File: src/rtl/maxpool_pkg.sv
// maxpool_pkg: shared types, default geometry and the signed-max helper for
// the maxpool_stream block. The defaults match the conv stage that feeds it.
package maxpool_pkg;

  localparam int DEF_WIDTH  = 16;
  localparam int DEF_LENY   = 32;
  localparam int DEF_POOL   = 2;
  localparam int DEF_LOGLEN = 5;

  // Results per vector, counting a trailing partial window.
  localparam int NOUT    = (DEF_LENY + DEF_POOL - 1) / DEF_POOL;
  // Width of the in-window counter.
  localparam int LOGPOOL = $clog2(DEF_POOL + 1);

  typedef logic signed [DEF_WIDTH-1:0] sample_t;

  function automatic sample_t smax(input sample_t a, input sample_t b);
    return (b > a) ? b : a;
  endfunction

endpackage

File: src/rtl/maxpool_stream_fifo.sv
// pool_out_fifo: 2-entry output queue for maxpool_stream. Its only readiness
// indicator is the registered occupancy count, so the producer never sees a
// combinational path from the downstream ready.
module pool_out_fifo
  import maxpool_pkg::*;
#(
  parameter int WIDTH = DEF_WIDTH
) (
  input  logic                    clk,
  input  logic                    reset,
  input  logic                    i_push_valid,
  input  logic signed [WIDTH-1:0] i_push_data,
  output logic                    o_pop_valid,
  input  logic                    i_pop_ready,
  output logic signed [WIDTH-1:0] o_pop_data,
  output logic [1:0]              o_count
);

  logic [1:0]              r_count;
  logic signed [WIDTH-1:0] r_head;
  logic signed [WIDTH-1:0] r_tail;
  logic                    w_push;
  logic                    w_pop;

  assign w_push      = i_push_valid && (r_count != 2'd2);
  assign w_pop       = i_pop_ready && (r_count != 2'd0);
  assign o_pop_valid = (r_count != 2'd0);
  assign o_pop_data  = r_head;
  assign o_count     = r_count;

  // Occupancy and head entry; the head is what downstream sees.
  always_ff @(posedge clk) begin
    if (reset) begin
      r_count <= 2'd0;
      r_head  <= '0;
    end else begin
      case ({w_push, w_pop})
        2'b10: begin
          if (r_count == 2'd0) r_head <= i_push_data;
          r_count <= r_count + 2'd1;
        end
        2'b01: begin
          r_head  <= r_tail;
          r_count <= r_count - 2'd1;
        end
        // Push and pop together only happen at count 1: the new beat becomes head.
        2'b11:   r_head <= i_push_data;
        default: ;
      endcase
    end
  end

  // Second entry, only written when the head is already occupied and stays.
  always_ff @(posedge clk) begin
    if (w_push && !w_pop && (r_count == 2'd1)) r_tail <= i_push_data;
  end

endmodule

File: src/rtl/maxpool_stream.sv
// maxpool_stream: streaming 1-D signed max-pool over non-overlapping windows
// of POOL samples per LENY-sample vector; a trailing partial window is closed
// at the vector end. Build option: define MAXPOOL_SKID_EN to place the
// 2-entry pool_out_fifo on the output and cut the m_ready_z -> s_ready_y path.
module maxpool_stream
  import maxpool_pkg::*;
#(
  parameter int WIDTH  = DEF_WIDTH,
  parameter int LENY   = DEF_LENY,
  parameter int POOL   = DEF_POOL,
  parameter int LOGLEN = DEF_LOGLEN
) (
  input  logic                    clk,
  input  logic                    reset,
  input  logic signed [WIDTH-1:0] s_data_in_y,
  input  logic                    s_valid_y,
  output logic                    s_ready_y,
  output logic signed [WIDTH-1:0] m_data_out_z,
  output logic                    m_valid_z,
  input  logic                    m_ready_z
);

  localparam int CNT_W = $clog2(POOL + 1);
  localparam logic [CNT_W-1:0]  LAST_WIN = CNT_W'(POOL - 1);
  localparam logic [CNT_W-1:0]  WIN_ONE  = CNT_W'(1);
  localparam logic [LOGLEN-1:0] LAST_POS = LOGLEN'(LENY - 1);
  localparam logic [LOGLEN-1:0] POS_ONE  = LOGLEN'(1);

  function automatic logic signed [WIDTH-1:0] max_sel(
    input logic signed [WIDTH-1:0] a,
    input logic signed [WIDTH-1:0] b
  );
    return (b > a) ? b : a;
  endfunction

  logic [CNT_W-1:0]        r_win_cnt_p0;
  logic [LOGLEN-1:0]       r_pos_p0;
  logic signed [WIDTH-1:0] r_max_p0;
  logic                    w_in_fire;
  logic                    w_close;
  logic                    w_push;
  logic signed [WIDTH-1:0] w_cand;

  // The first beat of a window seeds the max, so a closing beat at win 0
  // (POOL==1 or a one-sample tail window) passes straight through.
  assign w_close   = (r_win_cnt_p0 == LAST_WIN) || (r_pos_p0 == LAST_POS);
  assign w_cand    = (r_win_cnt_p0 == '0) ? s_data_in_y : max_sel(r_max_p0, s_data_in_y);
  assign w_in_fire = s_valid_y && s_ready_y;
  assign w_push    = w_in_fire && w_close;

  // Stage p0: window/vector position counters and running max.
  always_ff @(posedge clk) begin
    if (reset) begin
      r_win_cnt_p0 <= '0;
      r_pos_p0     <= '0;
      r_max_p0     <= '0;
    end else if (w_in_fire) begin
      r_max_p0 <= w_cand;
      if (w_close) r_win_cnt_p0 <= '0;
      else         r_win_cnt_p0 <= r_win_cnt_p0 + WIN_ONE;
      if (r_pos_p0 == LAST_POS) r_pos_p0 <= '0;
      else                      r_pos_p0 <= r_pos_p0 + POS_ONE;
    end
  end

`ifdef MAXPOOL_SKID_EN
  logic [1:0] w_fifo_count;

  // Closing beats need a free FIFO slot; decided from registered occupancy only.
  assign s_ready_y = !reset && (!w_close || (w_fifo_count != 2'd2));

  // Stage p1: pooled results queued for downstream.
  pool_out_fifo #(
    .WIDTH (WIDTH)
  ) u_out_fifo (
    .clk          (clk),
    .reset        (reset),
    .i_push_valid (w_push),
    .i_push_data  (w_cand),
    .o_pop_valid  (m_valid_z),
    .i_pop_ready  (m_ready_z),
    .o_pop_data   (m_data_out_z),
    .o_count      (w_fifo_count)
  );
`else
  logic signed [WIDTH-1:0] r_data_p1;
  logic                    r_vld_p1;

  // A closing beat may enter when the output register is empty or draining now.
  assign s_ready_y = !reset && (!w_close || !r_vld_p1 || m_ready_z);

  // Stage p1: single output register, held while downstream stalls.
  always_ff @(posedge clk) begin
    if (reset) begin
      r_vld_p1  <= 1'b0;
      r_data_p1 <= '0;
    end else if (w_push) begin
      r_vld_p1  <= 1'b1;
      r_data_p1 <= w_cand;
    end else if (m_ready_z) begin
      r_vld_p1  <= 1'b0;
    end
  end

  assign m_valid_z    = r_vld_p1;
  assign m_data_out_z = r_data_p1;
`endif

endmodule

File: config.mk
export PLATFORM = sky130hd
export DESIGN_NAME = maxpool_stream
export DESIGN_NICKNAME = d
export VERILOG_FILES = /design/src/rtl/maxpool_pkg.sv /design/src/rtl/maxpool_stream_fifo.sv /design/src/rtl/maxpool_stream.sv
export SDC_FILE = /design/constraint.sdc
export NUM_CORES = 1
export LEC_CHECK = 0
export BUFFER_PORTS_ARGS = -buffer_cell sky130_fd_sc_hd__clkbuf_2
export CAP_MARGIN = 15
export CELL_PAD_IN_SITES_DETAIL_PLACEMENT = 0
export CELL_PAD_IN_SITES_GLOBAL_PLACEMENT = 2
export CORE_ASPECT_RATIO = 0.6
export CORE_MARGIN = 5
export CORE_UTILIZATION = 30
export CTS_CLUSTER_DIAMETER = 40
export DETAILED_ROUTE_END_ITERATION = 8
export PLACE_DENSITY = 0.72
export SETUP_SLACK_MARGIN = 0.3
export SLEW_MARGIN = 30
export SYNTH_ARGS = -nofsm -noshare
export SYNTH_HDL_FRONTEND = slang
export SYNTH_SLANG_ARGS = --single-unit
File: constraint.sdc
create_clock -name clk -period 2.8 [get_ports clk]
set_clock_uncertainty 0.05 [all_clocks]
set_input_delay 0 -clock clk [delete_from_list [all_inputs] [get_ports clk]]
set_output_delay 0 -clock clk [all_outputs]
set_load 0.02 [all_outputs]
# Word level (Yosys, flattened, before mapping)
# Cells that the tools add are included.
# word_totals
regBits,40
latch_bits,0
ram_bits,0
mem_bits_ro,0
inputBits,20
out_inout_bits,18
wordCells,27
mem_count,0
# op_classes
add_sub_neg,2
multipliers,0
div,0
n_lt_le_gt_ge,1
n_eq_ne,2
n_shift,0
n_mux,6
bitwise,0
n_reduce_logical,11
# op_table
operator,count
$mux 16,2
$gt 16x16->1,1
$add 5x1->5 const B,1
$eq 5x5->1 const B,1
$mux 5,1
$logic_and 1x1->1,3
$logic_not 1->1,3
$logic_or 1x1->1,3
$add 2x1->2 const B,1
$eq 2x1->1 const B,1
$logic_not 2->1,1
$mux 1,2
$mux 2,1
$reduce_bool 2->1,1

# Depth between registers and ports, before layout
# Gate-level depths: netlist of run 1.
# logic_depth
word_depth,9
ltp_mapped,10
mapped_depth_nobuf,9

# Worst setup path after synthesis of run 1
# Ideal clock, no wire load.
# synth_timing
path_type,reg-to-reg
startpoint,reg r_pos_p0[0]
endpoint,reg r_max_p0[10]
setup_time_ps,121
arrival_time_ps,2814
t_required_ps,2629
path_slack_ps,-185
path_stages_with_launch,11
path_buffers,2
synth_period_minus_slack_ps,2985
cell_sequence,dfxtp_1 > ha_1 > and3_1 > ha_1 > or2_2 > a21oi_1 > nand2_1 > a221o_1 > buf_6 > buf_12 > mux2_4
# synth_via
elab_chain_len,7
# synth_rtl
element,line,text
from (decl),maxpool_stream.sv:37,logic [LOGLEN-1:0] r_pos_p0;
from (signal assigned),maxpool_stream.sv:62,else r_pos_p0 <= r_pos_p0 + POS_ONE;
$eq 5x5->1,maxpool_stream.sv:46,assign w_close = (r_win_cnt_p0 == LAST_WIN) || (r_pos_p0 == LAST_POS);
$logic_or 1x1->1,maxpool_stream.sv:46,
$logic_not 1->1,maxpool_stream.sv:90,assign s_ready_y = !reset && (!w_close || !r_vld_p1 || m_ready_z);
$logic_or 1x1->1 (2 in a row),maxpool_stream.sv:90,
$logic_and 1x1->1,maxpool_stream.sv:90,
via s_ready_y,maxpool_stream.sv:17,"output logic s_ready_y,"
$logic_and 1x1->1,maxpool_stream.sv:48,assign w_in_fire = s_valid_y && s_ready_y;
to (signal assigned),maxpool_stream.sv:58,r_max_p0 <= w_cand;
to (decl),maxpool_stream.sv:38,logic signed [WIDTH-1:0] r_max_p0;
# The timed path passes the listed nets, and every way through them passes these cells.
# A chain may end at the register's enable or synchronous reset.

# Worst setup path after layout of run 1
# layout_timing
startpoint,reg r_max_p0[14]
endpoint,reg r_max_p0[13]
# layout_via
elab_chain_len,3
# layout_rtl
element,line,text
$gt 16x16->1,maxpool_stream.sv:33,return (b > a) ? b : a;
$mux 16,maxpool_stream.sv:33,
$mux 16,maxpool_stream.sv:47,"assign w_cand = (r_win_cnt_p0 == '0) ? s_data_in_y : max_sel(r_max_p0, s_data_in_y);"
# Every way passes these cells.

==> out/metrics.yaml, run 1 <==
drt:
  drc: 0
  drt_iter0_markers: 108
  firstDrtPassIters: 4
  drt-vias-per-instance: 5.075
  wirelength_mm: 7.144
  detail-route-antenna-nets: 0
  wl_per_cell_um: 15.81
  vias: 2294
worst_setup_path:
  max_stage_delay_ns: 0.44
  crit_required_ns: 2.92
  crit_slowest_cell: "a221o_1"
  critPathKind: "reg -> reg"
  r2r-start: "r_max_p0[14]"
  cp-endpoint: "r_max_p0[13]"
  endpoint_kind: "flop"
  r2r_setup_slack_ns: 0.34
  arrival_ns: 2.58
  worstReg2RegEnd: "r_max_p0[13]"
  ff2ff_path_depth: 9
  startpoint_type: "flop"
  crit_start: "r_max_p0[14]"
  path_max_fanout: 6
  crit_chain: "inv_2 -> ha_4 -> nand4_4 -> or3_4 -> nor3_4 -> a21boi_2 -> a221o_1 -> buf_6 -> mux2_4"
synthesis:
  synth.area.top_cells: "dfxtp_1 33%, ha_1 10%, a21oi_1 6.3%, mux2_4 5.6%, a311oi_1 5.5%"
  synth_top_area_frac: 0.3344
  synth_area_um2: 2395
  yosysWarnings: 0
  ys_seq_area_frac: 0.3344
  syn_nets: 319
  synth-seq-cells: 40
  syn_area_per_cell_um2: 8.584
  synthCells: 279
  yosys.cell_types.count: 38
  yosys.area.top_type: "dfxtp_1"
floorplanning:
  core_region_area_um2: 7820
  die_x_um: 125.3
  rows: 25
  start_util: 0.3062
  io_pins: 38
  dieHeight_um: 79.21
  die-area_um2: 9928
timing:
  rsz0062_at_grt: "yes"
  worstMarginPinSlew_ns: 0.5621
  slew_violations: 0
  setup-violations-final: 0
  fin_tns_setup_ns: 0
  finalCriticalPeriod_ns: 2.462
  hold_viol_final: 0
  relSlewSlack: 0.6253
  fmax_mhz: 406.2
  period_share: 0.8793
global_route:
  grt_pass1_wl_mm: 11.23
  grt_pass1_vias: 2164
  grt_start_max_net_pins: 32
  track_usage: 0.1415
  antenna_found_initial: 0
  overflow: 0
cts:
  clock_latency_ns: 0.29
  cts_tree: "done"
  cts.sinks: 40
  cts_root_buf: "clkbuf_16"
  cts_buffers: 5
  clkTransAtPathRegs_ns: 0.06
  htreeDepth: 2
  max-clock-path-buffers: 2
power:
  swShare: 0.3050
  ir_drop_v: 0.0002310
  internal_power_mw: 1.159
  cellPowerDensity_nw_per_um2: 490.9
  p_leak_nw: 1.373
  p_sw_uw: 508.7
  seqPwrFrac: 0.381
  power_mw: 1.668
  power_frac_clock: 0.356
  pwr-share-comb: 0.263
final_layout:
  n_fill_cell: 789
  diodes: 0
  utilization: 0.4346
  synthToLayoutAreaGrowth_pct: 41.90
  fin_nets: 383
  drive_gt1_frac: 0.3547
  finalNonFillerCells: 452
status:
  status: "completed"
place:
  place.gp.congestion: 0.7032
  dp.cells: 414
  io_buffer_count: 37
  dp_hpwl_mm: 4.673
worst_hold_path:
  hold_path_class: "in -> reg"
run:
  drv_cap: 0
==> layout make-up <==
class                           count  area [um^2]  share of cell area
Timing Repair Buffer               76        610.6              0.1797
Multi-Input combinational cell    201         1623              0.4775
Inverter                           19        71.32             0.02099
Sequential cell                    40        809.5              0.2382
Clock inverter                      2        10.01            0.002946
Tap cell                          108        135.1             0.03976
Clock buffer                        6        138.9             0.04087
==> metrics by stage <==
step | hold WS [ns] | setup slack [ns] | area (um^2)
floorplan | 0.09340 | 0.3068 | 2449
global placement | 0.2329 | 0.2473 | 2791
detailed placement | 0.2311 | 0.1877 | 2791
CTS | 0.02377 | 0.3012 | 3239
global route | 0.03091 | 0.2515 | 3398
finish | 0.02765 | 0.3379 | 3398
==> worst min-delay path by stage <==
stage                  endpoint  slack, ns  depth (start not counted)             from
2_1_floorplan      r_max_p0[10]       0.09                          1  s_data_in_y[10]
3_3_place_gp        r_max_p0[7]       0.23                          2   s_data_in_y[7]
6_report       m_data_out_z[14]       0.03                          3  s_data_in_y[14]
4_1_cts        m_data_out_z[12]       0.02                          3  s_data_in_y[12]
3_5_place_dp       r_max_p0[12]       0.23                          2  s_data_in_y[12]
5_1_grt        m_data_out_z[14]       0.03                          3  s_data_in_y[14]
==> state kept, by name, indices dropped and copies added, names as in the netlist <==
| register | count |
|---|---|
| m_data_out_z | 16 |
| r_max_p0 | 16 |
| r_pos_p0 | 5 |
| r_win_cnt_p0 | 2 |
| m_valid_z | 1 |
==> metal layers <==
| layer | vias to the layer above | global-route usage | routed length [um] |
|---|---|---|---|
| met3 | 5 | 0.03898 | 492 |
| met1 | 1064 | 0.2113 | 3769 |
| met2 | 63 | 0.2010 | 2837 |
| li1 | 1162 | - | - |
| met5 | - | 0 | 0 |
| met4 | 0 | 0.02922 | 44 |
==> Yosys cell counts (all sizes together) <==
library cell and number:
a21bo 1, a21boi 1, a21o 1, a21oi 30, a221o 1, a311o 1, a311oi 15, a31oi 1
and2 1, and3 1, buf 2, clkbuf 17, dfxtp 40, ha 20, inv 19, mux2 16
mux2i 2, nand2 14, nand2b 2, nand3 2, nand3b 2, nand4 1, nand4b 1, nor2 35
nor2b 1, nor3 22, nor3b 1, nor4b 3, o21ai 4, o21bai 1, o31ai 1, o41ai 15
or2 1, or3 3, or4 1
==> worst max-delay path: cells and delay by family, from the launching register on <==
kind | cells | cell delay, ns
flip-flops | 1 | 0.33
buffers and inverters | 2 | 0.23
AND/OR/NAND/NOR | 3 | 0.65
adder cells (fa/ha/maj) | 1 | 0.27
AO/OA/AOI/OAI | 2 | 0.53
multiplexers | 1 | 0.29
==> power groups by stage <==
stage | combinational, mW | clock, mW | sequential (mW)
2_1_floorplan | 0.233 | 0 | 0.654
3_3_place_gp | 0.348 | 0 | 0.643
3_5_place_dp | 0.349 | 0 | 0.643
4_1_cts | 0.407 | 0.605 | 0.633
5_1_grt | 0.483 | 0.633 | 0.640
6_report | 0.439 | 0.594 | 0.635
==> cells by family after synthesis <==
| group | synth area share |
|---|---|
| flops | 0.3344 |
| buf+inv | 0.06949 |
| compound gates | 0.2090 |
| simple gates | 0.1850 |
| mux | 0.09770 |
| fa+ha+maj | 0.1045 |
==> placed cells by master, fill, tap and decap left out, drive strengths merged, types with 3 or more instances in the layout <==
master,count
or3,3
nor3,22
a311oi,15
buf,23
mux2,16
a21oi,30
ha,20
clkbuf,41
nor2,35
inv,19
dlygate4sd3,15
dfxtp,40
o41ai,15
o21ai,4
nand2,14
nor4b,3
==> what timing repair did <==
action | 4_1_cts | 5_1_grt
pin swaps | 6 | 6
hold buffers | 17 | 0
gates resized for setup | 20 | 24
hold endpoints to repair | 22 | 0
cloned | 1 | 1
setup buffers | 5 | 6
endpoints found under the setup margin | 15 | 31
Power figures use the tool's default switching activity.
==> inputs of run 2 (changes only) <==
MAX_ROUTING_LAYER = met4   (was default)
==> run 2 against run 1 <==
Cell count did not move. Critical path depth is the same. Non-clock buffer count stayed put. Clock power hardly changed. Global-route usage is 0.45 points higher. First-iteration DRC count up 13%. Combinational power is essentially flat. Clock-buffer cell count is the same. Highest routed layer unchanged.
==> out/metrics.yaml, run 2 (synthesis gave the netlist of run 1 again) <==
status:
  status: "completed"
cts:
  cts_buffers: 5  # unchanged
  max-clock-path-buffers: 2  # unchanged
  clkTransAtPathRegs_ns: 0.06  # about the same
  cts_root_buf: "clkbuf_16"
  htreeDepth: 2  # unchanged
  cts_tree: "done"
  clock_latency_ns: 0.29  # about the same
  cts.sinks: 40  # unchanged
place:
  dp.cells: 414  # unchanged
  io_buffer_count: 37  # unchanged
  place.gp.congestion: 0.7110  # +1.1%
  dp_hpwl_mm: 4.673  # unchanged
  pre_cts_ws_ns: 0.1877  # unchanged
  postPlaceCellArea_um2: 2791  # unchanged
worst_setup_path:
  crit_family: "simple AND/OR/NAND/NOR gates"
  arrival_ns: 2.58  # about the same
  max_stage_delay_ns: 0.44  # about the same
  crit_slowest_cell: "a221o_1"
  cp-endpoint: "r_max_p0[13]"
  startpoint_type: "flop"
  endpoint_kind: "flop"
  crit_chain: "inv_1 -> ha_4 -> nand2_2 -> or3_4 -> nor3_4 -> a21boi_2 -> a221o_1 -> buf_6 -> mux2_4"
  cp_num_buf_inv: 2  # unchanged
  crit_required_ns: 2.92  # about the same
  critPathKind: "reg -> reg"
  crit_cells: 9  # unchanged
  r2r_setup_slack_ns: 0.34  # about the same
  crit_start: "r_max_p0[11]"
  ff2ff_path_depth: 9  # unchanged
  worstReg2RegEnd: "r_max_p0[13]"
  path_max_fanout: 6  # unchanged
  r2r-start: "r_max_p0[11]"
timing:
  relSlewSlack: 0.6267  # +0.001406
  rsz0062_at_grt: "yes"
  whs_ns: 0.03412  # +0.006469 ns
  setup_slack_ns: 0.3368  # -0.001030 ns
  slew_violations: 0  # unchanged
  worstMarginPinSlew_ns: 0.5600  # -0.002109 ns
  fmax_mhz: 406.0  # about the same
  finalCriticalPeriod_ns: 2.463  # +0.001030 ns
  setup-violations-final: 0  # unchanged
  hold_viol_final: 0  # unchanged
  period_share: 0.8797  # about the same
  fin_tns_setup_ns: 0  # unchanged
final_layout:
  utilization: 0.4346  # unchanged
  drive_gt1_frac: 0.3547  # unchanged
  fin_nets: 383  # unchanged
  layout_common_cells: "35 x clkbuf_2, 34 x nor2_1, 33 x dfxtp_1"
  fin_area_um2: 3398  # unchanged
  finalNonFillerCells: 452  # unchanged
  synthToLayoutAreaGrowth_pct: 41.90  # unchanged
  final_common_cell: "clkbuf_2"
  n_fill_cell: 789  # unchanged
  diodes: 0  # unchanged
power:
  ir_drop_v: 0.0002319  # +0.40%
  internal_power_mw: 1.159  # about the same
  swShare: 0.3051  # about the same
  pwr-share-comb: 0.263  # about the same
  seqPwrFrac: 0.380  # about the same
  p_sw_uw: 509.1  # about the same
  cellPowerDensity_nw_per_um2: 491.0  # about the same
  power_mw: 1.668  # about the same
  p_leak_nw: 1.373  # unchanged
  power_frac_clock: 0.357  # about the same
global_route:
  grt_pass1_vias: 2155  # -0.42%
  grt_start_max_net_pins: 32  # unchanged
  antenna_found_initial: 0  # unchanged
  grt_pass1_wl_mm: 11.25  # +0.19%
  overflow: 0  # unchanged
  track_usage: 0.1460  # +0.004520
floorplanning:
  io_pins: 38  # unchanged
  die-area_um2: 9928  # unchanged
  die_x_um: 125.3  # unchanged
  dieHeight_um: 79.21  # unchanged
  start_util: 0.3062  # unchanged
  rows: 25  # unchanged
  core_region_area_um2: 7820  # unchanged
drt:
  drc: 0  # unchanged
  drt-vias-per-instance: 5.073  # about the same
  detail-route-antenna-nets: 0  # unchanged
  wl_per_cell_um: 15.89  # +0.56%
  wirelength_mm: 7.184  # +0.56%
  firstDrtPassIters: 4  # unchanged
  drt_iter0_markers: 122  # +13%
  vias: 2293  # -0.044%
worst_hold_path:
  min-delay-start: "s_data_in_y[12]"
  hold_path_class: "in -> reg"
run:
  drv_cap: 0  # unchanged
==> run 2: cell counts in the layout (fill, tap and decap cells not counted) <==
Identical to the previous run, type by type.
==> run 2: repair_timing <==
item,4_1_cts,5_1_grt
endpoints found under the hold margin,22,0
hold buffers,17,0
gates cloned,1,1
gates resized for setup,20,24
setup buffers,5,6
endpoints found under the setup margin,15,31
pin swaps,6,6
==> run 2: layout make-up <==
cell class	instances	area [um^2]	area share
Sequential cell	40	809.5	0.2382
Clock inverter	2	10.01	0.002946
Inverter	19	71.32	0.02099
Clock buffer	6	138.9	0.04087
Timing Repair Buffer	76	610.6	0.1797
Multi-Input combinational cell	201	1623	0.4775
Tap cell	108	135.1	0.03976
==> run 2: worst register-to-register path: stages (launching register included) <==
cell      delay, ns
dfxtp_1        0.33
inv_1          0.09
ha_4           0.29
nand2_2        0.10
or3_4          0.35
nor3_4         0.15
a21boi_2       0.09
a221o_1        0.44
buf_6          0.18
mux2_4         0.29
==> run 2: how the worst min path moves through the flow <==
| stage | end | slack (ns) | cells after the start |
|---|---|---|---|
| after CTS | m_data_out_z[12] | 0.02 | 3 |
| final | m_data_out_z[12] | 0.03 | 3 |
| after global placement | r_max_p0[7] | 0.23 | 2 |
| after detailed placement | r_max_p0[12] | 0.23 | 2 |
| after global routing | m_data_out_z[14] | 0.03 | 3 |
| after floorplan | r_max_p0[10] | 0.09 | 1 |
==> run 2: layer usage <==
layer	share of wire	GRT usage	up-vias	routed length, um
met2	0.41	0.2004	43	2954
met3	0.049	0.03629	2	355
met1	0.54	0.2150	1086	3845
met5	0	-	-	0
met4	0.0040	0.02922	0	29
li1	-	-	1162	-
==> run 2: power groups by stage <==
stage / registers, mW / clock network [mW] / logic (mW)
2_1_floorplan: 0.654 / 0 / 0.233
3_3_place_gp: 0.643 / 0 / 0.348
3_5_place_dp: 0.643 / 0 / 0.349
4_1_cts: 0.633 / 0.605 / 0.407
5_1_grt: 0.640 / 0.633 / 0.483
6_report: 0.635 / 0.595 / 0.438
==> inputs of run 3 (changes only) <==
CORE_MARGIN = 10   (was 5)
CTS_CLUSTER_DIAMETER = 100   (was 40)
==> run 3 against run 2 <==
Clock power up 19%. Design area grew 1.0%. Sequential power about the same. Utilization grew 0.45 points. Critical path depth rose by 1. Die area grew 22%. Sequential cell count unchanged. Critical endpoint is now r_max_p0[12]. Combinational power grew 1%.
==> out/metrics.yaml, run 3 (synthesis gave the netlist of run 1 again) <==
status:
  status: "completed"
power:
  cellPowerDensity_nw_per_um2: 519.7  # +5.9%
  ir_drop_v: 0.0003417  # +47%
  p_leak_nw: 1.375  # +0.13%
final_layout:
  drive_gt1_frac: 0.3605  # +0.005814
  final_common_cell: "nor2_1"
  diodes: 0  # unchanged
  n_fill_cell: 763  # -3.3%
  synthToLayoutAreaGrowth_pct: 43.36
  fin_nets: 383  # unchanged
  layout_common_cells: "35 x nor2_1, 33 x clkbuf_2, 31 x dfxtp_1"
cts:
  cts_buffers: 5  # unchanged
  clock_latency_ns: 0.29  # about the same
  max-clock-path-buffers: 2  # unchanged
  htreeDepth: 2  # unchanged
  cts_root_buf: "clkbuf_16"
  cts_tree: "done"
  clkTransAtPathRegs_ns: 0.06  # about the same
  cts.sinks: 40  # unchanged
floorplanning:
  rows: 25  # unchanged
  die_x_um: 135.3  # +8.0%
  core_region_area_um2: 7820  # unchanged
  die-area_um2: 12070  # +22%
  dieHeight_um: 89.21  # +13%
  io_pins: 38  # unchanged
  start_util: 0.3062  # unchanged
worst_hold_path:
  min-delay-start: "s_valid_y"
  hold_path_class: "in -> reg"
timing:
  fin_tns_setup_ns: 0  # unchanged
  slew_violations: 0  # unchanged
  worstMarginPinSlew_ns: 0.4544  # -0.1056 ns
  finalCriticalPeriod_ns: 2.473  # +0.009668 ns
  fmax_mhz: 404.4  # -0.39%
  relSlewSlack: 0.6931  # +0.06644
  hold_viol_final: 0  # unchanged
  setup-violations-final: 0  # unchanged
  rsz0062_at_grt: "yes"
  setup_slack_ns: 0.3272  # -0.009668 ns
  period_share: 0.8832  # +0.003453
drt:
  drc: 0  # unchanged
  detail-route-antenna-nets: 0  # unchanged
  firstDrtPassIters: 4  # unchanged
  wl_per_cell_um: 16.39  # +3.1%
  drt_iter0_markers: 171  # +40%
  vias: 2286  # -0.31%
  wirelength_mm: 7.409  # +3.1%
  drt-vias-per-instance: 5.058  # -0.31%
worst_setup_path:
  r2r-start: "r_max_p0[15]"
  crit_required_ns: 2.92  # about the same
  crit_top_cell: "buf_6"
  crit_start: "s_data_in_y[13]"
  arrival_ns: 2.60  # +0.02 ns
  startpoint_type: "input pin"
  max_stage_delay_ns: 0.55  # +0.11 ns
  path_max_fanout: 5  # -1
  critPathKind: "in -> reg"
  crit_slowest_cell: "dlygate4sd3_1"
  endpoint_kind: "flop"
  crit_chain: "dlygate4sd3_1 -> buf_6 -> ha_4 -> nand4_4 -> or3_4 -> nor3_4 -> a21boi_2 -> a221o_1 -> buf_6 -> mux2_4"
global_route:
  antenna_found_initial: 0  # unchanged
  grt_pass1_vias: 2166  # +0.51%
  overflow: 0  # unchanged
  grt_pass1_wl_mm: 11.73  # +4.3%
  track_usage: 0.1265  # -0.01951
  grt_start_max_net_pins: 40  # +25%
place:
  io_buffer_count: 37  # unchanged
  dp_hpwl_mm: 4.935  # +5.6%
  place.gp.congestion: 0.7413  # +4.3%
  pre_cts_ws_ns: 0.2053  # +0.01761 ns
run:
  drv_cap: 0  # unchanged
[run 3: metrics by stage]
step,hold slack (ns),total power [mW],cells,util,instance area [um^2]
2_1_floorplan,0.09340,0.8869,279,-,2449
3_3_place_gp,0.2181,0.9975,416,0.3573,2794
3_5_place_dp,0.2227,0.9973,416,0.3573,2794
4_1_cts,0.04376,1.762,447,0.4190,3277
5_1_grt,0.06637,1.879,452,0.4390,3433
6_report,0.03977,1.784,452,0.4390,3433
[run 3: report_power, final]
| part | internal [mW] | switching [mW] |
|---|---|---|
| clock network | 0.469 | 0.237 |
| registers | 0.611 | 0.0232 |
| logic | 0.198 | 0.246 |
[run 3: worst paths after layout]
kind	end	depth (start not counted)	slack, ns
worst max-delay path	r_max_p0[12]	10	0.33
worst min register to register	r_win_cnt_p0[1]	2	0.41
worst min-delay path	r_win_cnt_p0[0]	3	0.04
worst max register to register	r_max_p0[12]	9	0.33
[run 3: final cells by class]
cell class,count,area (um^2),area share
multi-input combinational,201,1640,0.4778
sequential,40,812.0,0.2365
timing repair buffer,76,591.8,0.1724
clock buffer,7,152.6,0.04446
tap,108,135.1,0.03936
inverter,19,71.32,0.02077
clock inverter,1,30.03,0.008746
[run 3: what timing repair did]
| item | in CTS | in global routing |
|---|---|---|
| hold endpoints to repair | 26 | 0 |
| cloned | 1 | 1 |
| endpoints found under the setup margin | 16 | 31 |
| buffers inserted | 4 | 4 |
| pin swaps | 3 | 8 |
| hold buffers | 18 | 0 |
| resized for setup | 16 | 31 |
[run 3: layer usage]
metal / share of wire / global-route usage / wire length, um / vias to the layer above
li1: - / - / - / 1163
met1: 0.54 / 0.1828 / 3987 / 1054
met2: 0.39 / 0.1629 / 2915 / 64
met3: 0.060 / 0.03591 / 448 / 5
met4: 0.0078 / 0.03502 / 58 / 0
met5: 0 / - / 0 / -
[run 3: worst max-delay path: cells and delay by family]
kind / cells / cell delay, ns
muxes: 1 / 0.29
and+or+nand+nor: 3 / 0.66
AOI/OAI and AO/OA: 2 / 0.53
adders and majority gates: 1 / 0.27
buffers and inverters: 3 / 0.86
